### src/rtl/call_panel_pkg.sv
// Shared definitions for the call panel: floor state encoding and floor count.
package call_panel_pkg;

  localparam int NUM_FLOORS = 3;

  typedef enum logic [1:0] {
    IDLE    = 2'b00,
    PENDING = 2'b01,
    SERVE   = 2'b10
  } floor_state_t;

endpackage

### src/rtl/call_debounce.sv
// Call button debouncer: emits a one-cycle press after DEBOUNCE_CYCLES
// consecutive high samples, once per continuous hold.
module call_debounce #(
  parameter int DEBOUNCE_CYCLES = 4
) (
  input  logic clk,
  input  logic rst,
  input  logic btn,
  output logic press
);

  localparam int CW = $clog2(DEBOUNCE_CYCLES + 1);
  localparam logic [CW-1:0] CNT_MAX  = CW'(DEBOUNCE_CYCLES);
  localparam logic [CW-1:0] CNT_FIRE = CW'(DEBOUNCE_CYCLES - 1);

  logic [CW-1:0] cnt;

  // Saturating at DEBOUNCE_CYCLES keeps the fire compare from matching again
  // until the button has been released.
  always_ff @(posedge clk or posedge rst) begin
    if (rst) begin
      cnt <= '0;
    end else if (!btn) begin
      cnt <= '0;
    end else if (cnt != CNT_MAX) begin
      cnt <= cnt + 1'b1;
    end
  end

  assign press = btn & (cnt == CNT_FIRE);

endmodule

### src/rtl/call_panel.sv
// Call panel: debounces the floor call buttons, latches request lights and
// holds the car at a served floor for a fixed door dwell.
module call_panel
  import call_panel_pkg::*;
#(
  parameter int DEBOUNCE_CYCLES = 4,
  parameter int DWELL_CYCLES    = 8
) (
  input  logic clk,
  input  logic rst,
  input  logic btn1,
  input  logic btn2,
  input  logic btn3,
  input  logic floor1,
  input  logic floor2,
  input  logic floor3,
  input  logic door,
  input  logic moving,
  output logic led1,
  output logic led2,
  output logic led3,
  output logic hold
);

  localparam int DW = (DWELL_CYCLES > 1) ? $clog2(DWELL_CYCLES) : 1;
  localparam logic [DW-1:0] DWELL_INIT = DW'(DWELL_CYCLES - 1);

  logic [NUM_FLOORS-1:0] btn;
  logic [NUM_FLOORS-1:0] at_floor;
  logic [NUM_FLOORS-1:0] press;
  logic [NUM_FLOORS-1:0] here;
  logic [NUM_FLOORS-1:0] led;
  logic [NUM_FLOORS-1:0] serve;

  assign btn      = {btn3, btn2, btn1};
  assign at_floor = {floor3, floor2, floor1};

  for (genvar i = 0; i < NUM_FLOORS; i++) begin : g_floor
    floor_state_t  state;
    logic [DW-1:0] dwell;

    call_debounce #(
      .DEBOUNCE_CYCLES(DEBOUNCE_CYCLES)
    ) u_debounce (
      .clk  (clk),
      .rst  (rst),
      .btn  (btn[i]),
      .press(press[i])
    );

    assign here[i] = at_floor[i] & door & ~moving;

    // led/serve are kept as flops alongside the state so the outputs never
    // see a path from the car inputs.
    always_ff @(posedge clk or posedge rst) begin
      if (rst) begin
        state    <= IDLE;
        dwell    <= '0;
        led[i]   <= 1'b0;
        serve[i] <= 1'b0;
      end else begin
        case (state)
          IDLE: begin
            if (press[i] && here[i]) begin
              state    <= SERVE;
              dwell    <= DWELL_INIT;
              serve[i] <= 1'b1;
            end else if (press[i]) begin
              state  <= PENDING;
              led[i] <= 1'b1;
            end
          end
          PENDING: begin
            if (here[i]) begin
              state    <= SERVE;
              dwell    <= DWELL_INIT;
              led[i]   <= 1'b0;
              serve[i] <= 1'b1;
            end
          end
          SERVE: begin
            if (!here[i] || dwell == '0) begin
              state    <= IDLE;
              serve[i] <= 1'b0;
            end else begin
              dwell <= dwell - 1'b1;
            end
          end
          default: begin
            state    <= IDLE;
            dwell    <= '0;
            led[i]   <= 1'b0;
            serve[i] <= 1'b0;
          end
        endcase
      end
    end
  end

  assign led1 = led[0];
  assign led2 = led[1];
  assign led3 = led[2];
  assign hold = |serve;

endmodule
### config.mk
export PLATFORM = sky130hd
export DESIGN_NAME = call_panel
export DESIGN_NICKNAME = d
export VERILOG_FILES = /design/src/rtl/call_panel_pkg.sv /design/src/rtl/call_debounce.sv /design/src/rtl/call_panel.sv
export SDC_FILE = /design/constraint.sdc
export NUM_CORES = 1
export LEC_CHECK = 0
export CAP_MARGIN = 25
export CORE_UTILIZATION = 57
export CTS_CLUSTER_DIAMETER = 120
export CTS_CLUSTER_SIZE = 8
export DETAILED_ROUTE_END_ITERATION = 12
export PLACE_DENSITY = 0.79
export SYNTH_ARGS = -nofsm -noshare
export SYNTH_HDL_FRONTEND = slang
export SYNTH_SLANG_ARGS = --single-unit
### constraint.sdc
create_clock -name clk -period 1.6 [get_ports clk]
set_input_delay 0.16 -clock clk [delete_from_list [all_inputs] [get_ports clk]]
set_output_delay 0.16 -clock clk [all_outputs]
set_load 0.005 [all_outputs]
* Word level (Yosys, flattened, before mapping)
Cells that the tools add are included.
** Storage, ports and cells
- Logic and storage cells :: 155
- Output and inout port bits :: 4
- Flip-flop bits (word level) :: 30
- Input bits :: 10
** Cells by class
- Equality and inequality tests :: 36
- Reductions and logical operators :: 28
- Multiplexer cells :: 57
- Bitwise operators :: 13
- Add/subtract/negate cells :: 6
** Operator list (count)
- $mux W3 :: 15
- $ne A2 B2 Y1 const B :: 15
- $pmux W3 S3 :: 3
- $reduce_and A3 Y1 :: 9
- $mux W2 :: 12
- $mux W1 :: 18
- $pmux W1 S3 :: 6
- $pmux W2 S3 :: 3
- $ne A2 B1 Y1 const B :: 6
- $reduce_and A4 Y1 :: 3
- $add A3 B1 Y3 const B :: 3
- $and A1 B1 Y1 :: 9
- $eq A3 B2 Y1 const B :: 3
- $logic_not A3 Y1 :: 3
- $ne A3 B2 Y1 const B :: 3
- $ne A3 B3 Y1 const B :: 3
- $sub A3 B1 Y3 const B :: 3
- $eq A2 B1 Y1 const B :: 3
- $eq A2 B2 Y1 const B :: 3
- $logic_not A2 Y1 :: 3
- $not A1 Y1 :: 4
- $logic_and A1 B1 Y1 :: 3
- $logic_not A1 Y1 :: 3
- $logic_or A1 B1 Y1 :: 3
- $reduce_or A3 Y1 :: 1

* Longest topological paths before layout
Gate-level depths: netlist of run 1.
- Depth in word-level cells :: 6
- Mapped depth :: 6
- Depth with buffers taken out :: 6

* Cells and area by module
A second synthesis of run 1 with hierarchy kept.
** Unflattened totals
- Cell total of the unflattened synthesis :: 173
- Area total of the unflattened synthesis :: 1750.4 um2
** By module, submodules not included
- call_panel :: area each 1168.6 um2, instances 1, cells an instance 113, sequential area each 525.5 um2
- call_debounce :: area each 193.9 um2, instances 3, cells an instance 20, sequential area each 75.1 um2

* Worst setup path before layout of run 1
No wires, ideal clock.
- Kind :: register to register
- From :: register g_floor[1].dwell[0]
- To :: register g_floor[1].dwell[0]
- Period minus slack after synthesis :: 1.419 ns
- Arrival time :: 1.300 ns
- Setup time :: 0.119 ns
- Cell stages (with the launch flop) :: 7
- Setup slack :: 0.181 ns
- Required time :: 1.481 ns
- Path buffers :: 0
- Cell sequence :: dfrtp_1 inv_1 ha_1 ha_1 and4bb_1 a211oi_1 o21a_1
** On the way
- Longest elaborated chain between the ends :: 4
- Elaborated cells on any way between the ends :: 7
- Classes of those cells :: add/sub (1); eq/ne (1); mux (2); reduce/logical (3)
** RTL lines
- start, declared :: RTL line call_panel.sv:40 : logic [DW-1:0] dwell;
- start signal, assigned :: RTL line call_panel.sv:86 : dwell <= dwell - 1'b1;
- branches (longest 4 deep; another with $sub A3 B1 Y3)
Several ways; the timed one is not identified. The select of a mux whose other input is x is not followed.
A chain may end at the register's enable or synchronous reset.

* Worst setup path after layout of run 1
Ends and elaborated chain as after synthesis.

==> results of run 1 <==
flip-flops by register name, indices dropped and copies added (netlist names):
name and cells:
led1 1, g_floor.dwell 9, serve 3, g_floor.u_debounce.cnt 9
led2 1, led3 1, g_floor.state 6
metal layers:
metal  wire [um]  part of all wire [%]  GRT usage, %  vias to the layer above
met5           0                     0             0                        -
met1        1470                    45          27.1                      654
met3         105                   3.2          5.13                        5
met2        1640                    50          39.0                       28
met4          36                   1.1          8.50                        0
li1            -                     -             -                      674
worst reg2reg max path: cells and delay by family, from the launching register on:
kind / cells / cell delay [ns]
buffers and inverters: 1 / 0.05
DFF: 1 / 0.40
and+or+nand+nor: 1 / 0.34
adders and majority gates: 2 / 0.38
AOI/OAI and AO/OA: 2 / 0.26
power groups by stage:
stage	registers, mW	clock network [mW]	logic [mW]
finish	1.12	0.472	0.774
floorplan	1.07	0	0.586
detailed placement	1.14	0	0.733
CTS	1.12	0.483	0.771
global placement	1.12	0	0.682
global route	1.15	0.515	0.901
area by class of cell:
type / instances / area [um2] / area share (%)
well taps: 31 / 38.8 / 1.93
repair buffers: 16 / 151 / 7.54
flip-flops and latches: 30 / 751 / 37.4
clock inverters: 1 / 5.00 / 0.249
multi-input cells: 119 / 906 / 45.1
clock buffers: 7 / 55.1 / 2.74
inverters: 27 / 101 / 5.05
worst max path at each step:
stage / cells past startpoint / slack [ns] / end / from
4_1_cts: 6 / 0.05 / g_floor[1].dwell[0] / g_floor[1].dwell[0]
2_1_floorplan: 6 / 0.18 / g_floor[1].dwell[0] / g_floor[1].dwell[0]
6_report: 6 / 0.08 / g_floor[1].dwell[0] / g_floor[1].dwell[0]
3_3_place_gp: 6 / 0.09 / g_floor[1].dwell[0] / g_floor[1].dwell[0]
5_1_grt: 6 / 0.003 / g_floor[1].dwell[2] / g_floor[1].dwell[0]
3_5_place_dp: 4 / 0.05 / g_floor[0].dwell[1] / door
per-stage QoR:
stage,cells,worst slack [ns],util [%],cell area (um2),hold slack (ns)
5_1_grt,231,0.00281,70.4,2010,0.235
3_3_place_gp,221,0.0910,67.4,1920,0.495
6_report,231,0.0765,70.4,2010,0.202
4_1_cts,231,0.0465,70.0,2000,0.208
2_1_floorplan,180,0.181,-,1770,0.251
3_5_place_dp,221,0.0472,67.4,1920,0.512
repair_timing:
action	4_1_cts	5_1_grt
setup buffers	2	0
setup endpoints to repair	1	2
pin swaps	0	2
gates resized for setup	1	5
endpoints found under the hold margin	0	0
cells by family after synthesis:
group	Yosys count	synth area share, %
and+or+nand+nor	57	19.6
AOI/OAI and AO/OA	44	18.7
buffers and inverters	31	7.20
DFF	30	42.4
adders and majority gates	15	10.6
xor gates and xnor gates	3	1.48
placed cells by master, fill, tap and decap left out, drive strengths merged, types with 4 or more instances in the layout:
cell type / synthesis / final
a21o: 5 / 5
a21oi: 4 / 4
a21boi: 6 / 6
clkbuf: 2 / 7
a31oi: 6 / 6
nor2b: 5 / 5
o21ai: 5 / 5
ha: 15 / 15
nand3: 13 / 13
nor3b: 6 / 6
dfrtp: 30 / 30
clkdlybuf4s50: 0 / 12
inv: 27 / 27
nand2: 13 / 13
and2: 4 / 4
==> flow_summary.json, run 1 <==
{
  "status": "finished, violations left",
  "violations": "design-rule violations",
  "p_leak_nw": 0.983,
  "cp-end-kind": "flop",
  "cts_buffers": 5,
  "crit_arrival_ns": 1.74,
  "seqPwrFrac_pct": 47.4,
  "p_int_mw": 1.54,
  "r2r-start": "g_floor[1].dwell[0]",
  "power_density_nw_per_um2": 1180,
  "synth_ff_type": "dfrtp_1",
  "worst_clock_skew_ns": 0.00585,
  "finalSetupTns_ns": 0,
  "clk_pin_slew_ns": 0.10,
  "grt_use_total_pct": 22.4,
  "fmax_mhz": 656,
  "syn_area_um2": 1770,
  "drive_above_1_share_pct": 10.5,
  "power_mw": 2.37,
  "p_sw_mw": 0.832,
  "synth.top_cells.by_count": "dfrtp_1, inv_1, ha_1",
  "rsz0062_at_grt": "no",
  "path_cells": "inv_2, ha_1, ha_2, and4bb_2, a211oi_2, o21a_1",
  "synth_top_cell_by_area": "dfrtp_1",
  "fillCellCount": 208,
  "path_buf_inv": 1,
  "crit_family": "flip-flops",
  "syn_nets": 205,
  "syn2layout_area_growth_pct": 13.3,
  "cts-hold-fix-buffers": 0,
  "die_w_um": 57.8,
  "pwr-share-comb_pct": 32.6,
  "worst_pin_slew_ns": 0.374,
  "drt_iter0_markers": 63,
  "swShare_pct": 35.1,
  "ant_nets": 0,
  "clkLatencyLatePin_ns": 0.32,
  "antenna_found_initial": 0,
  "setup_viol": 0,
  "fp.dieH_um": 57.8,
  "async_reset_ff_share_pct": 100,
  "num_vias": 1361,
  "start_util_pct": 62.1,
  "critPathKind": "reg2reg",
  "hold_viol": 0,
  "yosys_warnings": 0,
  "rows": 19,
  "gp_congestion": 0.839,
  "grt_max_degree": 31,
  "min_period_ns": 1.52,
  "drt-total-wl_um": 3240,
  "r2r_end": "g_floor[1].dwell[0]",
  "slowest_stage": "dfrtp_1",
  "critPathMaxStageDelay_ns": 0.40,
  "antennaDiodeCount": 0,
  "hpwl_um": 2390,
  "slew_violations": 0,
  "syn_inst": 180,
  "worst_ep_required_time_ns": 1.81,
  "die-area_um2": 3340,
  "maxCapViolations": 0,
  "layout.nets": 224,
  "grt_pass1_wl_um": 5740,
  "synth_top_area_share_pct": 42.4,
  "first_pass_iters": 8,
  "ys_types": 41,
  "avgRoutedWirePerCell_um": 14.0,
  "gr-total-overflow": 0,
  "drcViolationCount": 1,
  "cts_max_level": 2,
  "cts_num_sinks": 30,
  "cts_root_buf": "clkbuf_4",
  "core_area_um2": 2850,
  "crit_fanout": 4,
  "synth_area_leaders": "dfrtp_1, ha_1, inv_1, nand3_1, a21boi_0",
  "yosys_register_bits": 30,
  "vdd_drop_max_mv": 0.618,
  "synth_edf_count": 0,
  "r2r_setup_slack_ns": 0.08,
  "start_kind": "flop",
  "clockPowerShare_pct": 19.9,
  "cts.path.max_buffers": 2,
  "cts_tree": "done",
  "pin_count": 14,
  "portBuffers": 13,
  "ys_seq_area_share_pct": 42.4,
  "avgSynthCellArea_um2": 9.84,
  "fin_crit_sh_pct": 95.2,
  "hp-class": "in2async",
  "rr_worst_depth": 6,
  "viasPerCell": 5.89,
  "slew_headroom_pct": 75.0,
  "yosysMostFrequentCell": "dfrtp_1",
  "grt_pass1_vias": 1377
}
(Power assumes the default switching activity.)
==> run 2: changes to the inputs <==
- CAP_MARGIN: 25 -> 30
- CORE_UTILIZATION: 57 -> 62
- PLACE_DENSITY: 0.79 -> 0.85
- clock period: 1.6 -> 1.9 ns (I/O delays scaled with it)
==> flow_summary.json, run 2 (same netlist as run 1, synthesis figures left out) <==
{
  "status": "finished, final reports clean",
  "drcViolationCount": 0,
  "start_kind": "flop",
  "slew_headroom_pct": 74.7,
  "cts.repair.resized": 0,
  "final_cell_mix": "dfrtp_1, inv_1, ha_1, clkdlybuf4s50_1",
  "path_cells": "or3_1, clkdlybuf4s50_1",
  "fmax_mhz": 560,
  "antenna_found_initial": 0,
  "maxCapViolations": 0,
  "hpwl_um": 2480,
  "cts_buffers": 5,
  "worst_clock_skew_ns": 0.00825,
  "worst_ep_required_time_ns": 1.71,
  "cts_tree": "done",
  "fillCellCount": 199,
  "p_leak_nw": 0.991,
  "finalSetupTns_ns": 0,
  "num_vias": 1361,
  "cts_root_buf": "clkbuf_4",
  "setup_viol": 0,
  "hp-class": "in2async",
  "top_regs": "g_floor.dwell (9), g_floor.u_debounce.cnt (9), g_floor.state (6)",
  "cts_max_level": 2,
  "worst_pin_slew_ns": 0.380,
  "slowest_stage": "clkdlybuf4s50_1",
  "cts-hold-fix-buffers": 0,
  "rsz0062_at_grt": "no",
  "hold_viol": 0,
  "clkLatencyLatePin_ns": 0.33,
  "drt-total-wl_um": 3310,
  "gr-total-overflow": 0,
  "clk_pin_slew_ns": 0.10,
  "fin_crit_sh_pct": 94.0,
  "syn2layout_area_growth_pct": 12.9,
  "layout.nets": 222,
  "grt_max_degree": 31,
  "vdd_drop_max_mv": 0.768,
  "drt_iter0_markers": 52,
  "grt_pass1_vias": 1393,
  "crit_fanout": 3,
  "viasPerCell": 5.94,
  "crit_arrival_ns": 1.60,
  "min_period_ns": 1.79,
  "start_util_pct": 64.8,
  "grt_use_total_pct": 24.4,
  "core_area_um2": 2730,
  "cp-end-kind": "output port",
  "avgRoutedWirePerCell_um": 14.5,
  "grt_pass1_wl_um": 5740,
  "final_common_cell": "dfrtp_1",
  "ant_nets": 0,
  "rows": 19,
  "path_buf_inv": 1,
  "gp_congestion": 0.911,
  "crit_family": "buffers and inverters",
  "pin_count": 14,
  "power_density_nw_per_um2": 1030,
  "fp.dieH_um": 55.5,
  "drive_above_1_share_pct": 7.58,
  "multiInputGateArea_um2": 893,
  "portBuffers": 13,
  "cts_num_sinks": 30,
  "critPathMaxStageDelay_ns": 0.45,
  "critPathKind": "reg2out",
  "regArea_um2": 751,
  "first_pass_iters": 4,
  "die-area_um2": 3080,
  "slew_violations": 0,
  "die_w_um": 55.5,
  "holdWs_ns": 0.223,
  "antennaDiodeCount": 0,
  "cts.path.max_buffers": 2,
  "cts_setup_buffers": 0
}
-- run 2: area by class of cell --
type | count | area share, %
clock buffers | 8 | 3.94
multi-input cells | 119 | 44.7
flip-flops and latches | 30 | 37.5
inverters | 27 | 5.07
well taps | 31 | 1.94
repair buffers | 14 | 6.88
-- run 2: worst register-to-register path, cell delays in order (launching register included) --
cell and delay, ns:
dfrtp_1 0.40, inv_1 0.08, ha_1 0.15, ha_1 0.21
and4bb_1 0.26, a211oi_1 0.27, o21a_1 0.14
-- run 2: worst paths after layout --
path | depth (start not counted) | to | from | slack [ns]
max in group asynchronous | 3 | g_floor[0].dwell[2] | rst | 1.40
min in group clk | 2 | g_floor[0].u_debounce.cnt[2] | btn1 | 0.51
hold reg to reg | 1 | led2 | led2 | 0.53
hold / removal | 3 | g_floor[1].dwell[1] | rst | 0.22
setup / recovery | 2 | hold | serve[1] | 0.11
setup reg to reg | 6 | g_floor[1].dwell[0] | g_floor[1].dwell[0] | 0.34
-- run 2: metrics by stage --
step	setup slack [ns]	utilization (%)	instances	area, um2	total power [mW]
final	0.114	73.2	229	2000	2.05
after global routing	0.0614	73.2	229	2000	2.20
after CTS	0.104	73.2	229	2000	2.08
after detailed placement	0.285	70.3	221	1920	1.59
after global placement	0.354	70.3	221	1920	1.52
after floorplan	0.481	-	180	1770	1.40
-- run 2: metal layers --
metal,GRT usage [%],up-vias,part of all wire (%)
li1,-,664,-
met1,26.6,661,42
met2,42.2,31,52
met3,7.96,5,4.3
met4,12.1,0,1.5
met5,0,-,0
-- run 2: where the power goes --
part / internal, mW / switching, mW / total, mW
clock: 0.253 / 0.220 / 0.473
combinational: 0.297 / 0.340 / 0.637
sequential: 0.801 / 0.144 / 0.945
==> run 3: changes to the inputs <==
- CORE_MARGIN: default -> 1.5
- SYNTH_HIERARCHICAL: default -> 1
==> flow_summary.json, run 3 <==
{
  "power_mw": 2.29,
  "drt_iter0_markers": 71,
  "synth_edf_count": 0,
  "slew_headroom_pct": 80.2,
  "top_regs": "g_floor.dwell (9), g_floor.u_debounce/cnt (9), g_floor.state (6)",
  "drive_above_1_share_pct": 12.0,
  "start_kind": "flop",
  "rows": 19,
  "hpwl_um": 2440,
  "final_cell_mix": "dfrtp_1, inv_1, ha_1, clkdlybuf4s50_1",
  "grt_max_degree": 22,
  "die_w_um": 56.1,
  "crit_fanout": 5,
  "cp-end-kind": "flop",
  "final_common_cell": "dfrtp_1",
  "syn2layout_area_growth_pct": 12.4,
  "grt_pass1_wl_um": 5480,
  "hp-class": "in2async",
  "synth.top_cells.by_count": "dfrtp_1, inv_1, ha_1",
  "slew_violations": 0,
  "vdd_drop_max_mv": 0.908,
  "post-place-cells": 216,
  "num_vias": 1334,
  "clkLatencyLatePin_ns": 0.33,
  "cts_setup_buffers": 0,
  "status": "finished, final reports clean",
  "cts_root_buf": "clkbuf_4",
  "synth_top_cell_by_area": "dfrtp_1",
  "syn_nets": 198,
  "cts_buffers": 5,
  "async_reset_ff_share_pct": 100,
  "die-area_um2": 3150,
  "synth_area_leaders": "dfrtp_1, ha_1, inv_1, o21ai_2, nand4_1",
  "worst_pin_slew_ns": 0.293,
  "syn_inst": 173,
  "power_density_nw_per_um2": 1160,
  "yosys_register_bits": 30,
  "layout.nets": 217,
  "fin_crit_sh_pct": 92.9,
  "drcViolationCount": 0,
  "multiInputGateArea_um2": 896,
  "crit_arrival_ns": 1.98,
  "worst_ep_required_time_ns": 2.12,
  "grt_pass1_vias": 1263,
  "setup_viol": 0,
  "ys_types": 42,
  "cts_tree": "done",
  "min_period_ns": 1.76,
  "regArea_um2": 751,
  "r2r_setup_slack_ns": 0.14,
  "core_area_um2": 2710,
  "synth_top_area_share_pct": 42.9,
  "hold_viol": 0,
  "fmax_mhz": 567,
  "cts.path.max_buffers": 2,
  "portBuffers": 13,
  "fillCellCount": 215,
  "grt_use_total_pct": 23.0,
  "start_util_pct": 64.6,
  "gr-total-overflow": 0,
  "viasPerCell": 6.01,
  "cts_num_sinks": 30,
  "finalSetupTns_ns": 0,
  "antennaDiodeCount": 0,
  "cts.repair.resized": 0,
  "p_leak_nw": 0.918,
  "maxCapViolations": 0,
  "avgRoutedWirePerCell_um": 14.4,
  "cts_max_level": 2,
  "clk_pin_slew_ns": 0.08,
  "pin_count": 14,
  "yosysMostFrequentCell": "dfrtp_1",
  "critPathKind": "reg2reg",
  "fp.dieH_um": 56.1,
  "ys_seq_area_share_pct": 42.9,
  "worst_clock_skew_ns": 0.00863,
  "rsz0062_at_grt": "no",
  "synth_ff_type": "dfrtp_1",
  "syn_area_um2": 1750,
  "drt-total-wl_um": 3200,
  "yosys_warnings": 6,
  "fin_cells": 222,
  "first_pass_iters": 4,
  "gp_congestion": 0.812,
  "finalCoreUtilization_pct": 72.6,
  "avgSynthCellArea_um2": 10.1,
  "antenna_found_initial": 0,
  "cts-hold-fix-buffers": 0,
  "ant_nets": 0
}
==> run 3: changes by cell type after synthesis, sizes merged, moves of 4 or more <==
cell,before,now
nand4,1,7
nor2,2,7
nor3b,6,0
nand3,13,2
inv,27,23
nand2,13,6
o21ai,5,11
==> run 3: area by class of cell <==
| type | count | share of cell area, % |
|---|---|---|
| Tap cell | 31 | 1.97 |
| Multi-Input combinational cell | 117 | 45.5 |
| Inverter | 23 | 4.39 |
| Clock buffer | 6 | 2.61 |
| Timing Repair Buffer | 15 | 7.37 |
| Sequential cell | 30 | 38.1 |
==> run 3: power by group <==
part           total (mW)  leakage, nW  internal [mW]  switching, mW
combinational       0.842        0.523          0.445          0.396
sequential           1.08        0.365          0.863          0.218
clock               0.370       0.0302          0.166          0.203
total                2.29        0.918           1.47          0.818
==> run 3: final timing paths <==
path / startpoint / to / cells past startpoint
worst max-delay path: g_floor[0].dwell[0] / g_floor[0].dwell[2] / 6
worst min-delay path: rst / g_floor[1].u_debounce/cnt[0] / 2
worst max register to register: g_floor[0].dwell[0] / g_floor[0].dwell[2] / 6
worst min register to register: led3 / led3 / 1
max in group asynchronous: rst / led3 / 3
min in group clk: led3 / led3 / 1
==> run 3: logic make-up (layout without fill, tap and decap cells) <==
| kind of cell | count (synthesis) | in the layout | share of synthesized area (%) |
|---|---|---|---|
| DFF | 30 | 30 | 42.9 |
| and+or+nand+nor | 56 | 56 | 20.4 |
| AOI/OAI and AO/OA | 44 | 44 | 18.9 |
| muxes | 2 | 2 | 1.14 |
| buffers and inverters | 26 | 44 | 5.93 |
| adders and majority gates | 15 | 15 | 10.7 |
==> run 3: critical path, stage by stage (launching register included) <==
cell,delay (ns)
dfrtp_1,0.37
inv_1,0.05
ha_1,0.19
ha_1,0.19
nand4bb_2,0.30
a21bo_1,0.25
a211o_1,0.29
==> run 3: through the flow <==
step	instance area, um2	setup WS, ns	hold slack, ns
after global routing	1970	0.0133	0.138
after detailed placement	1920	0.137	0.470
final	1970	0.135	0.143
after floorplan	1750	0.254	-0.0564
after CTS	1970	0.124	0.121
after global placement	1920	0.215	0.464
==> run 3: metal layers <==
| metal | vias up | part of all wire [%] | global-route usage [%] |
|---|---|---|---|
| met5 | - | 0 | 0 |
| met4 | 0 | 2.7 | 11.2 |
| met3 | 11 | 5.2 | 8.84 |
| met2 | 39 | 49 | 37.1 |
| met1 | 630 | 43 | 26.8 |
| li1 | 654 | - | - |
